## src/rtl/regfile_multi_ch_pkg.sv

```systemverilog
// Shared definitions for the multi-channel frame DMA register file:
// register word indices, CTRL/STATUS/IRQ_EN bit positions, soft-reset FSM
// state encoding and the default identification constant.
package regfile_multi_ch_pkg;

  // Fixed register word indices (word index = byte address >> log2(bytes per word))
  localparam int REG_CTRL    = 0;
  localparam int REG_STATUS  = 1;
  localparam int REG_IRQ_EN  = 2;
  localparam int REG_ID      = 3;
  // First per-channel word; channel c owns words REG_CH_BASE+2c and REG_CH_BASE+2c+1
  localparam int REG_CH_BASE = 4;

  // Bit positions inside CTRL / STATUS / IRQ_EN
  localparam int CTRL_SRST_BIT      = 0;
  localparam int STATUS_BUSY_BIT    = 0;
  localparam int STATUS_TIMEOUT_BIT = 1;
  localparam int IRQ_TIMEOUT_BIT    = 1;
  // Per-channel fields (enable, done, done mask) start at this bit
  localparam int CH_FIELD_LSB       = 8;

  localparam logic [31:0] ID_DEFAULT = 32'h5246_0002;

  // Soft-reset handshake FSM encoding
  typedef logic [1:0] srst_state_t;
  localparam srst_state_t ST_IDLE      = 2'd0;
  localparam srst_state_t ST_ASSERT    = 2'd1;
  localparam srst_state_t ST_WAIT_DONE = 2'd2;

  // Word index of the CPU-writable read-side frame size for channel c
  function automatic int rd_fs_word(input int c);
    return REG_CH_BASE + 2 * c;
  endfunction

  // Word index of the read-only write-side frame size for channel c
  function automatic int wr_fs_word(input int num_ch, input int c);
    return REG_CH_BASE + 2 * num_ch + 2 * c;
  endfunction

endpackage

```

## src/rtl/rf_soft_reset_ctrl.sv

```systemverilog
// Soft-reset handshake controller. A start request drives soft_reset for a
// fixed two-cycle assert phase, then keeps it high until the datapath reports
// reset_done or RST_TIMEOUT cycles pass, in which case a one-cycle
// timeout_set pulse is raised for the sticky STATUS bit.
module rf_soft_reset_ctrl
  import regfile_multi_ch_pkg::*;
#(
  parameter int RST_TIMEOUT = 1024
) (
  input  logic aclk,
  input  logic aresetn,
  input  logic start,
  input  logic reset_done,
  output logic soft_reset,
  output logic busy,
  output logic timeout_set
);

  localparam int CNT_W = $clog2(RST_TIMEOUT + 1);
  localparam logic [CNT_W-1:0] WAIT_LAST   = CNT_W'(RST_TIMEOUT - 1);
  localparam logic [CNT_W-1:0] ASSERT_LAST = CNT_W'(1);

  srst_state_t       state;
  logic [CNT_W-1:0]  cnt;

  // State and phase counter; a start while not idle is simply not looked at
  always_ff @(posedge aclk or negedge aresetn) begin
    if (!aresetn) begin
      state <= ST_IDLE;
      cnt   <= '0;
    end else begin
      case (state)
        ST_IDLE: begin
          if (start) begin
            state <= ST_ASSERT;
            cnt   <= '0;
          end
        end
        ST_ASSERT: begin
          if (cnt == ASSERT_LAST) begin
            state <= ST_WAIT_DONE;
            cnt   <= '0;
          end else begin
            cnt <= cnt + CNT_W'(1);
          end
        end
        ST_WAIT_DONE: begin
          if (reset_done || (cnt == WAIT_LAST)) begin
            state <= ST_IDLE;
            cnt   <= '0;
          end else begin
            cnt <= cnt + CNT_W'(1);
          end
        end
        default: begin
          state <= ST_IDLE;
          cnt   <= '0;
        end
      endcase
    end
  end

  // Decoded from state so the async reset drops soft_reset without a clock
  assign soft_reset  = (state != ST_IDLE);
  assign busy        = (state != ST_IDLE);
  assign timeout_set = (state == ST_WAIT_DONE) && !reset_done && (cnt == WAIT_LAST);

endmodule

```

## src/rtl/regfile_multi_ch.sv

```systemverilog
// Multi-channel PS-to-PL control/status register file behind the AXI-Lite
// bridge strobe interface. Per-channel frame size / next address banks,
// registered reads, soft-reset handshake, sticky W1C done/timeout status and
// a masked level interrupt.
// Optional build macro REGFILE_SHADOW_EN: per-channel RW registers become
// shadows that are copied to the live outputs on ch_commit[c].
module regfile_multi_ch
  import regfile_multi_ch_pkg::*;
#(
  parameter int          NUM_CH      = 4,
  parameter int          DATA_W      = 32,
  parameter int          ADDR_W      = 8,
  parameter int          RST_TIMEOUT = 1024,
  parameter logic [31:0] ID_VALUE    = ID_DEFAULT
) (
  input  logic                     aclk,
  input  logic                     aresetn,
  input  logic [ADDR_W-1:0]        wr_addr,
  input  logic [DATA_W-1:0]        wr_data,
  input  logic [DATA_W/8-1:0]      wr_be,
  input  logic                     wr_en,
  input  logic [ADDR_W-1:0]        rd_addr,
  input  logic                     rd_en,
  output logic [DATA_W-1:0]        rd_data,
  output logic                     rd_valid,
  output logic [NUM_CH*DATA_W-1:0] rd_frame_size,
  output logic [NUM_CH*DATA_W-1:0] rd_next_address,
  input  logic [NUM_CH*DATA_W-1:0] wr_frame_size,
  input  logic [NUM_CH*DATA_W-1:0] wr_next_address,
  input  logic [NUM_CH-1:0]        ch_done,
  input  logic [NUM_CH-1:0]        ch_commit,
  output logic [NUM_CH-1:0]        ch_enable,
  output logic                     soft_reset,
  input  logic                     reset_done,
  output logic                     irq
);

  localparam int BE_W     = DATA_W / 8;
  localparam int ADDR_LSB = $clog2(BE_W);

  logic [31:0]        wr_idx;
  logic [31:0]        rd_idx;
  logic [DATA_W-1:0]  wr_mask;
  logic               wr_ctrl;
  logic               wr_status;
  logic               wr_irq_en;
  logic               srst_start;
  logic               busy;
  logic               timeout_set;

  logic [NUM_CH-1:0]  ch_en_q;
  logic [NUM_CH-1:0]  done_q;
  logic [NUM_CH-1:0]  done_mask_q;
  logic [NUM_CH-1:0]  done_clr;
  logic               timeout_q;
  logic               timeout_mask_q;
  logic               timeout_clr;

  logic [DATA_W-1:0]  fs_q   [NUM_CH];
  logic [DATA_W-1:0]  na_q   [NUM_CH];
  logic [DATA_W-1:0]  fs_d   [NUM_CH];
  logic [DATA_W-1:0]  na_d   [NUM_CH];
  logic [DATA_W-1:0]  fs_out [NUM_CH];
  logic [DATA_W-1:0]  na_out [NUM_CH];
  logic [DATA_W-1:0]  rd_mux;

  logic               unused_addr_bits;

  function automatic logic [DATA_W-1:0] be_merge(input logic [DATA_W-1:0] old_v,
                                                 input logic [DATA_W-1:0] new_v,
                                                 input logic [DATA_W-1:0] mask);
    return (old_v & ~mask) | (new_v & mask);
  endfunction

  assign wr_idx = 32'(wr_addr[ADDR_W-1:ADDR_LSB]);
  assign rd_idx = 32'(rd_addr[ADDR_W-1:ADDR_LSB]);
  assign unused_addr_bits = ^{wr_addr[ADDR_LSB-1:0], rd_addr[ADDR_LSB-1:0]};

  // Expand byte enables into a bit mask shared by every RW register
  always_comb begin
    wr_mask = '0;
    for (int b = 0; b < BE_W; b++) begin
      wr_mask[b*8 +: 8] = {8{wr_be[b]}};
    end
  end

  assign wr_ctrl    = wr_en && (wr_idx == 32'(REG_CTRL));
  assign wr_status  = wr_en && (wr_idx == 32'(REG_STATUS));
  assign wr_irq_en  = wr_en && (wr_idx == 32'(REG_IRQ_EN));
  assign srst_start = wr_ctrl && wr_be[0] && wr_data[CTRL_SRST_BIT];

  assign done_clr    = wr_status ? (wr_data[CH_FIELD_LSB +: NUM_CH] & wr_mask[CH_FIELD_LSB +: NUM_CH])
                                 : '0;
  assign timeout_clr = wr_status && wr_mask[STATUS_TIMEOUT_BIT] && wr_data[STATUS_TIMEOUT_BIT];

  rf_soft_reset_ctrl #(
    .RST_TIMEOUT (RST_TIMEOUT)
  ) u_srst (
    .aclk        (aclk),
    .aresetn     (aresetn),
    .start       (srst_start),
    .reset_done  (reset_done),
    .soft_reset  (soft_reset),
    .busy        (busy),
    .timeout_set (timeout_set)
  );

  // Channel enables and interrupt masks, byte-enable merged
  always_ff @(posedge aclk or negedge aresetn) begin
    if (!aresetn) begin
      ch_en_q        <= '0;
      done_mask_q    <= '0;
      timeout_mask_q <= 1'b0;
    end else begin
      if (wr_ctrl) begin
        ch_en_q <= (ch_en_q & ~wr_mask[CH_FIELD_LSB +: NUM_CH])
                 | (wr_data[CH_FIELD_LSB +: NUM_CH] & wr_mask[CH_FIELD_LSB +: NUM_CH]);
      end
      if (wr_irq_en) begin
        done_mask_q <= (done_mask_q & ~wr_mask[CH_FIELD_LSB +: NUM_CH])
                     | (wr_data[CH_FIELD_LSB +: NUM_CH] & wr_mask[CH_FIELD_LSB +: NUM_CH]);
        if (wr_mask[IRQ_TIMEOUT_BIT]) begin
          timeout_mask_q <= wr_data[IRQ_TIMEOUT_BIT];
        end
      end
    end
  end

  // Sticky status: a new event in the same cycle as its W1C keeps the bit set
  always_ff @(posedge aclk or negedge aresetn) begin
    if (!aresetn) begin
      done_q    <= '0;
      timeout_q <= 1'b0;
    end else begin
      done_q    <= (done_q & ~done_clr) | ch_done;
      timeout_q <= (timeout_q & ~timeout_clr) | timeout_set;
    end
  end

  // Next value of the CPU-visible per-channel registers
  always_comb begin
    for (int c = 0; c < NUM_CH; c++) begin
      fs_d[c] = fs_q[c];
      na_d[c] = na_q[c];
      if (wr_en && (wr_idx == 32'(rd_fs_word(c)))) begin
        fs_d[c] = be_merge(fs_q[c], wr_data, wr_mask);
      end
      if (wr_en && (wr_idx == 32'(rd_fs_word(c) + 1))) begin
        na_d[c] = be_merge(na_q[c], wr_data, wr_mask);
      end
    end
  end

  // CPU-visible per-channel registers
  always_ff @(posedge aclk or negedge aresetn) begin
    if (!aresetn) begin
      for (int c = 0; c < NUM_CH; c++) begin
        fs_q[c] <= '0;
        na_q[c] <= '0;
      end
    end else begin
      for (int c = 0; c < NUM_CH; c++) begin
        fs_q[c] <= fs_d[c];
        na_q[c] <= na_d[c];
      end
    end
  end

`ifdef REGFILE_SHADOW_EN
  // Live outputs pick up the shadow, including a same-cycle write, at commit
  always_ff @(posedge aclk or negedge aresetn) begin
    if (!aresetn) begin
      for (int c = 0; c < NUM_CH; c++) begin
        fs_out[c] <= '0;
        na_out[c] <= '0;
      end
    end else begin
      for (int c = 0; c < NUM_CH; c++) begin
        if (ch_commit[c]) begin
          fs_out[c] <= fs_d[c];
          na_out[c] <= na_d[c];
        end
      end
    end
  end
`else
  logic unused_commit;
  assign unused_commit = ^ch_commit;

  // Without shadowing the live outputs are the registers themselves
  always_comb begin
    for (int c = 0; c < NUM_CH; c++) begin
      fs_out[c] = fs_q[c];
      na_out[c] = na_q[c];
    end
  end
`endif

  // Pack per-channel outputs, channel 0 in the LSBs
  always_comb begin
    rd_frame_size   = '0;
    rd_next_address = '0;
    for (int c = 0; c < NUM_CH; c++) begin
      rd_frame_size[c*DATA_W +: DATA_W]   = fs_out[c];
      rd_next_address[c*DATA_W +: DATA_W] = na_out[c];
    end
  end

  assign ch_enable = ch_en_q;

  // Read decode; anything not matched falls through as zero
  always_comb begin
    rd_mux = '0;
    if (rd_idx == 32'(REG_CTRL)) begin
      rd_mux[CTRL_SRST_BIT]            = busy;
      rd_mux[CH_FIELD_LSB +: NUM_CH]   = ch_en_q;
    end else if (rd_idx == 32'(REG_STATUS)) begin
      rd_mux[STATUS_BUSY_BIT]          = busy;
      rd_mux[STATUS_TIMEOUT_BIT]       = timeout_q;
      rd_mux[CH_FIELD_LSB +: NUM_CH]   = done_q;
    end else if (rd_idx == 32'(REG_IRQ_EN)) begin
      rd_mux[IRQ_TIMEOUT_BIT]          = timeout_mask_q;
      rd_mux[CH_FIELD_LSB +: NUM_CH]   = done_mask_q;
    end else if (rd_idx == 32'(REG_ID)) begin
      rd_mux = DATA_W'(ID_VALUE);
    end
    for (int c = 0; c < NUM_CH; c++) begin
      if (rd_idx == 32'(rd_fs_word(c)))             rd_mux = fs_q[c];
      if (rd_idx == 32'(rd_fs_word(c) + 1))         rd_mux = na_q[c];
      if (rd_idx == 32'(wr_fs_word(NUM_CH, c)))     rd_mux = wr_frame_size[c*DATA_W +: DATA_W];
      if (rd_idx == 32'(wr_fs_word(NUM_CH, c) + 1)) rd_mux = wr_next_address[c*DATA_W +: DATA_W];
    end
  end

  // Registered read port, data held between reads
  always_ff @(posedge aclk or negedge aresetn) begin
    if (!aresetn) begin
      rd_data  <= '0;
      rd_valid <= 1'b0;
    end else begin
      rd_valid <= rd_en;
      if (rd_en) begin
        rd_data <= rd_mux;
      end
    end
  end

  // Level interrupt, one cycle behind the status bits
  always_ff @(posedge aclk or negedge aresetn) begin
    if (!aresetn) begin
      irq <= 1'b0;
    end else begin
      irq <= (|(done_q & done_mask_q)) | (timeout_q & timeout_mask_q);
    end
  end

endmodule
```

## config.mk

```make
export PLATFORM = sky130hd
export DESIGN_NAME = regfile_multi_ch
export DESIGN_NICKNAME = d
export VERILOG_FILES = /design/src/rtl/regfile_multi_ch_pkg.sv /design/src/rtl/rf_soft_reset_ctrl.sv /design/src/rtl/regfile_multi_ch.sv
export SDC_FILE = /design/constraint.sdc
export NUM_CORES = 1
export LEC_CHECK = 0
export CORE_AREA = 2 2 240 242
export CTS_BUF_LIST = sky130_fd_sc_hd__clkbuf_8 sky130_fd_sc_hd__clkbuf_16
export DETAILED_ROUTE_END_ITERATION = 16
export DIE_AREA = 0 0 242 244
export GPL_ROUTABILITY_DRIVEN = 1
export PLACE_DENSITY_LB_ADDON = 0.08
export SYNTH_ARGS = -nofsm -noshare
export SYNTH_HDL_FRONTEND = slang
export SYNTH_SLANG_ARGS = --single-unit
```

## constraint.sdc

```tcl
create_clock -name aclk -period 1.9 [get_ports aclk]
set_clock_uncertainty 0.05 [all_clocks]
set_input_delay 0.38 -clock aclk [delete_from_list [all_inputs] [get_ports aclk]]
set_output_delay 0.38 -clock aclk [all_outputs]
set_load 0.005 [all_outputs]
```

======== Word-level counts from Yosys, hierarchy flattened ========
Index checks and enable logic that the tools add are counted.
storage, ports and cells
  bits of input ports ..................... 321
  bits in registers ....................... 317
  output and inout port bits .............. 295
  word-level logic and storage cells ...... 153
operators by class
  equality and inequality tests ........... 36
  reductions and logical operators ........ 26
  $add $sub $neg .......................... 1
  mux-type cells .......................... 39
  bitwise operators ....................... 33
operator list
  cell                                                                count
  32-bit 2-to-1 mux                                                   16
  32-bit bitwise AND                                                  9
  32-bit OR                                                           8
  6-bit by 4-bit == test with 1-bit output (second input constant)    12
  32-bit logical NOT                                                  2
  6-bit by 3-bit == test with 1-bit output (second input constant)    8
  19-bit 2-to-1 mux                                                   2
  11-bit 2-to-1 mux                                                   3
  11-bit case mux with 3 select lines                                 1
  32-bit inverter                                                     1
  31-bit 2-to-1 mux                                                   1
  6-bit by 5-bit == test with 1-bit output (second input constant)    4
  4-bit bitwise AND                                                   5
  20-bit 2-to-1 mux                                                   1
  6-bit by 2-bit == test with 1-bit output (second input constant)    3
  1-bit logical AND                                                   17
  4-bit 2-to-1 mux                                                    4
  6-bit by 1-bit == test with 1-bit output (second input constant)    2
  6-bit 2-to-1 mux                                                    2
  4-bit OR                                                            3
  11-bit by 1-bit adder with 11-bit output (second input constant)    1
  11-bit by 1-bit == test with 1-bit output (second input constant)   1
  11-bit by 10-bit == test with 1-bit output (second input constant)  1
  2-bit 2-to-1 mux                                                    4
  18 further kinds                                                    24

======== Logic depth before layout (Yosys ltp) ========
  depth in word-level cells ............... 21
  gate-level depth with buffers ........... 10
  depth with buffers taken out ............ 8

======== Modules after synthesis ========
From an unflattened synthesis, not the netlist that was laid out.
second synthesis, totals
  cells, all modules ...................... 1519
  area, all modules ....................... 16726.0 um^2
modules (own cells, without submodules)
  module              area an instance (um^2)  sequential area each (um^2)  instances  cells each
  regfile_multi_ch    15831.4                  7607.3                       1          1421
  rf_soft_reset_ctrl  894.6                    325.3                        1          98

======== Least setup slack after synthesis ========
Ideal clock, no wire load.
  path type ............................... input to register
  from .................................... input port rd_addr[3]
  to ...................................... register rd_data[19]
  buffers on the path ..................... 3
  data arrival time ....................... 2.035 ns
  cell stages on the path ................. 9
  setup slack ............................. -0.303 ns
  required time ........................... 1.732 ns
  library setup time ...................... 0.118 ns
  cell sequence ........................... buf_2 > buf_2 > buf_1 > mux2_2 > a22oi_1 > nor2_1 > a221oi_1 > a21oi_1 > a21o_1
on the way
  longest elaborated chain between the ends .. 20
  elaborated cells on any way between the ends .. 38
  classes of those cells .................. eq/ne: 18; mux: 19; reduce/logical: 1
RTL lines
  item                                      line                     source
  from (decl)                               regfile_multi_ch.sv:22   input logic [ADDR_W-1:0] rd_addr,
  6-bit by 2-bit == test with 1-bit output  regfile_multi_ch.sv:221  end else if (rd_idx == 32'(REG_IRQ_EN)) begin
  19-bit 2-to-1 mux                         regfile_multi_ch.sv:221
  19-bit 2-to-1 mux                         regfile_multi_ch.sv:217  end else if (rd_idx == 32'(REG_STATUS)) begin
  20-bit 2-to-1 mux                         regfile_multi_ch.sv:214  if (rd_idx == 32'(REG_CTRL)) begin
  32-bit 2-to-1 mux                         regfile_multi_ch.sv:228  if (rd_idx == 32'(rd_fs_word(c))) rd_mux = fs_q[c];
  32-bit 2-to-1 mux                         regfile_multi_ch.sv:229  if (rd_idx == 32'(rd_fs_word(c) + 1)) rd_mux = na_q[c];
  32-bit 2-to-1 mux                         regfile_multi_ch.sv:230  if (rd_idx == 32'(wr_fs_word(NUM_CH, c))) rd_mux = wr_frame_size[c*DATA_W +: DATA_W];
  32-bit 2-to-1 mux                         regfile_multi_ch.sv:231  if (rd_idx == 32'(wr_fs_word(NUM_CH, c) + 1)) rd_mux = wr_next_address[c*DATA_W +: DATA_W];
  [4 not listed]                            n/a
  32-bit 2-to-1 mux                         regfile_multi_ch.sv:228
  32-bit 2-to-1 mux                         regfile_multi_ch.sv:229
  32-bit 2-to-1 mux                         regfile_multi_ch.sv:230
  32-bit 2-to-1 mux                         regfile_multi_ch.sv:231
  32-bit 2-to-1 mux                         regfile_multi_ch.sv:228
  32-bit 2-to-1 mux                         regfile_multi_ch.sv:229
  32-bit 2-to-1 mux                         regfile_multi_ch.sv:230
  32-bit 2-to-1 mux *                       regfile_multi_ch.sv:231
  to (signal assigned)                      regfile_multi_ch.sv:243  rd_data <= rd_mux;
  to (decl)                                 regfile_multi_ch.sv:24   output logic [DATA_W-1:0] rd_data,
Every way passes the cells marked *; elsewhere a longest branch is shown, timed or not.
A chain may end at the register's enable or synchronous reset.

==> results.yml <==
placement:
  place_hpwl_mm: 78.2
  gp_congestion: 0.939
  portBuffers: 607
power:
  p_sw_mw: 5.77
  seq_power_share: 0.373
  irDropWorstVdd_mv: 0.861
  internal_power_mw: 15.2
  fin_total_pwr_mw: 21.0
  leakage_nw: 14.6
  comb_power_share: 0.234
  pwr-share-clk: 0.393
  sw_frac_of_total: 0.275
  power_density_mw_per_mm2: 716
global_route:
  antenna_found_initial: 15
  grt_pass1_wl_mm: 139
  grt_max_degree: 52
  first_global_vias: 18308
  grt.overflow.total: 0
  grt_use_total: 0.329
cts:
  clk_pin_slew_ns: 0.06
  numCtsBuffers: 39
  clock_path_buffers: 3
  cts.sink_count: 317
  tritoncts: "built"
  clockRootBuffer: "clkbuf_16"
  clock_latency_ns: 0.56
  htreeDepth: 2
synth:
  synthesis.nets: 1788
  syn_inst: 1461
  synth_cell_types: 74
  synth_async_sr_flop_share: 1.00
  ys_warn_count: 0
  ys_seq_elements: 317
  syn_area_mm2: 0.0164
  syn-mean-instance-area_um2: 11.2
  ys.flop_type: "dfrtp_1"
  synth-seq-area-share: 0.484
  synth_edf_count: 0
worst_hold_path:
  hold_path.class: "input port to register"
  min-delay-start: "rd_en"
die:
  initial_core_util: 0.292
  fp-row-count: 87
  ios: 616
  die_h_um: 244
  dieArea_mm2: 0.0590
  core-area_mm2: 0.0562
  die_x_um: 242
routing:
  drt-initial-drc-count: 1691
  viasPerCell: 5.42
  vias: 17988
  postRouteAntennaNets: 0
  post_drt_wl_per_cell_um: 30.1
  wirelength_mm: 99.8
  drcViolationCount: 0
  firstDrtPassIters: 5
layout:
  fin_nets: 2849
  layout_common_cells: "416 x buf_4, 360 x clkdlybuf4s50_1, 289 x dfrtp_1, 272 x mux2_2, 203 x dlygate4sd2_1"
  multiInputGateArea_mm2: 0.00838
  syn2layout_area_growth_pct: 78.9
  final_common_cell: "buf_4"
  nFillCells: 5204
  ff_latch_area_mm2: 0.00797
  drive_gt1_frac: 0.380
setup_path:
  crit_required_ns: 2.28
  path_max_fanout: 2
  worst_setup_path_end_kind: "register"
  critPathLaunchType: "register"
  cp.arrival_ns: 2.43
  path_class: "register to register"
timing:
  finalCritPeriodShare: 1.08
  rsz0062_at_grt: "true"
  slew_violations: 0
  maxSlewHeadroom: 0.610
  setup_ws_ns: -0.153
  max_freq_ghz: 0.487
  tightest_slew_ns: 0.584
  hold_viol: 0
  finalSetupViolCount: 14
  hold_slack_ns: 0.261
  finalCriticalPeriod_ns: 2.05
run_status:
  violations: "negative setup slack"
  status: "finished with violations"
flow_run:
  maxCapViolations: 0
[cell usage after synthesis (all sizes together), types with 10 or more instances]
cell    instances  area share
a221o          10      0.0061
inv            11      0.0025
a21o           15      0.0069
mux2i          15      0.0092
nor3           19      0.0058
o21ai          79       0.024
a21oi          72       0.022
a31oi          12      0.0046
nand3          18      0.0055
nand2         105       0.024
a22oi          30       0.014
buf            46       0.016
a221oi         42       0.022
nor2          118       0.030
o22ai          34       0.013
nor2b          13      0.0050
o221ai         12      0.0064
mux2          272        0.19
a222oi         29       0.018
clkbuf         38      0.0087
nand4          15      0.0057
dfrtp         317        0.48
nand2b         11      0.0042
[worst max-delay path, cell delays in order, from the launching register on]
cell and delay, ns:
dfrtp_1 0.38, mux4_2 0.51, a222oi_1 0.45, buf_4 0.19, a21o_1 0.13, nand3_1 0.08, o2bb2ai_1 0.13
[final timing paths]
kind / to / slack (ns) / cells after the start
max in group asynchronous: asynchronous set/reset pin / 0.78 / 3
min reg2reg: rd_data[6]$_DFFE_PN0P_ / 0.44 / 2
max reg2reg: rd_data[14]$_DFFE_PN0P_ / -0.15 / 6
max: rd_data[14]$_DFFE_PN0P_ / -0.15 / 6
min in group asynchronous: asynchronous set/reset pin / 0.28 / 2
min: rd_valid$_DFF_PN0_ / 0.26 / 2
[kinds of logic after synthesis]
group / Yosys count / synth area share
XOR/XNOR: 1 / 0.000535
buffers and inverters: 96 / 0.0277
flip-flops: 317 / 0.484
AND/OR/NAND/NOR: 347 / 0.105
adder cells (fa/ha/maj): 6 / 0.00458
multiplexers: 295 / 0.207
AO/OA/AOI/OAI: 399 / 0.171
[what timing repair did]
item                       CTS  global route
setup endpoints to repair  316           243
hold buffers                 1             0
buffers inserted           146            19
resized for setup          286            97
hold endpoints to repair    26             0
gates cloned                 2             0
pin swaps                   23            36
[per-layer routing]
| layer | wire [um] | vias up | part of all wire | global-route usage |
|---|---|---|---|---|
| met3 | 6750 | 184 | 0.068 | 0.0606 |
| met1 | 41500 | 9171 | 0.42 | 0.430 |
| met2 | 47800 | 849 | 0.48 | 0.549 |
| met4 | 3750 | 12 | 0.038 | 0.114 |
| met5 | 76 | - | 0.00076 | 0 |
| li1 | - | 7772 | - | - |
[power by group through the flow]
stage               sequential [mW]  combinational [mW]  clock (mW)
finish                         7.82                4.90        8.24
global route                   7.86                5.19        8.67
CTS                            7.81                4.79        8.39
detailed placement             8.03                4.40           0
global placement               8.02                4.35           0
floorplan                      7.84                1.32           0
[metrics by stage]
step                      TNS [ns]  instances  utilization  cell area (um2)  worst slack (ns)
after global placement     -153.01       3071        0.470            26400            -0.929
final                       -0.827       3318        0.521            29300            -0.153
after CTS                   -0.626       3290        0.514            28900            -0.129
after global routing         -2.13       3314        0.521            29300            -0.208
after detailed placement   -162.06       3071        0.470            26400            -0.994
after floorplan              -1.33       1461            -            16600            -0.155
[layout make-up]
type                            count  area share
Timing Repair Buffer             1104       0.359
Clock buffer                       48      0.0383
Multi-Input combinational cell   1048       0.286
Inverter                           12     0.00158
Clock inverter                     22     0.00944
Antenna cell                       11    0.000940
Sequential cell                   317       0.272
Tap cell                          756      0.0323
Note: power is estimated with default switching activity, not from simulation.
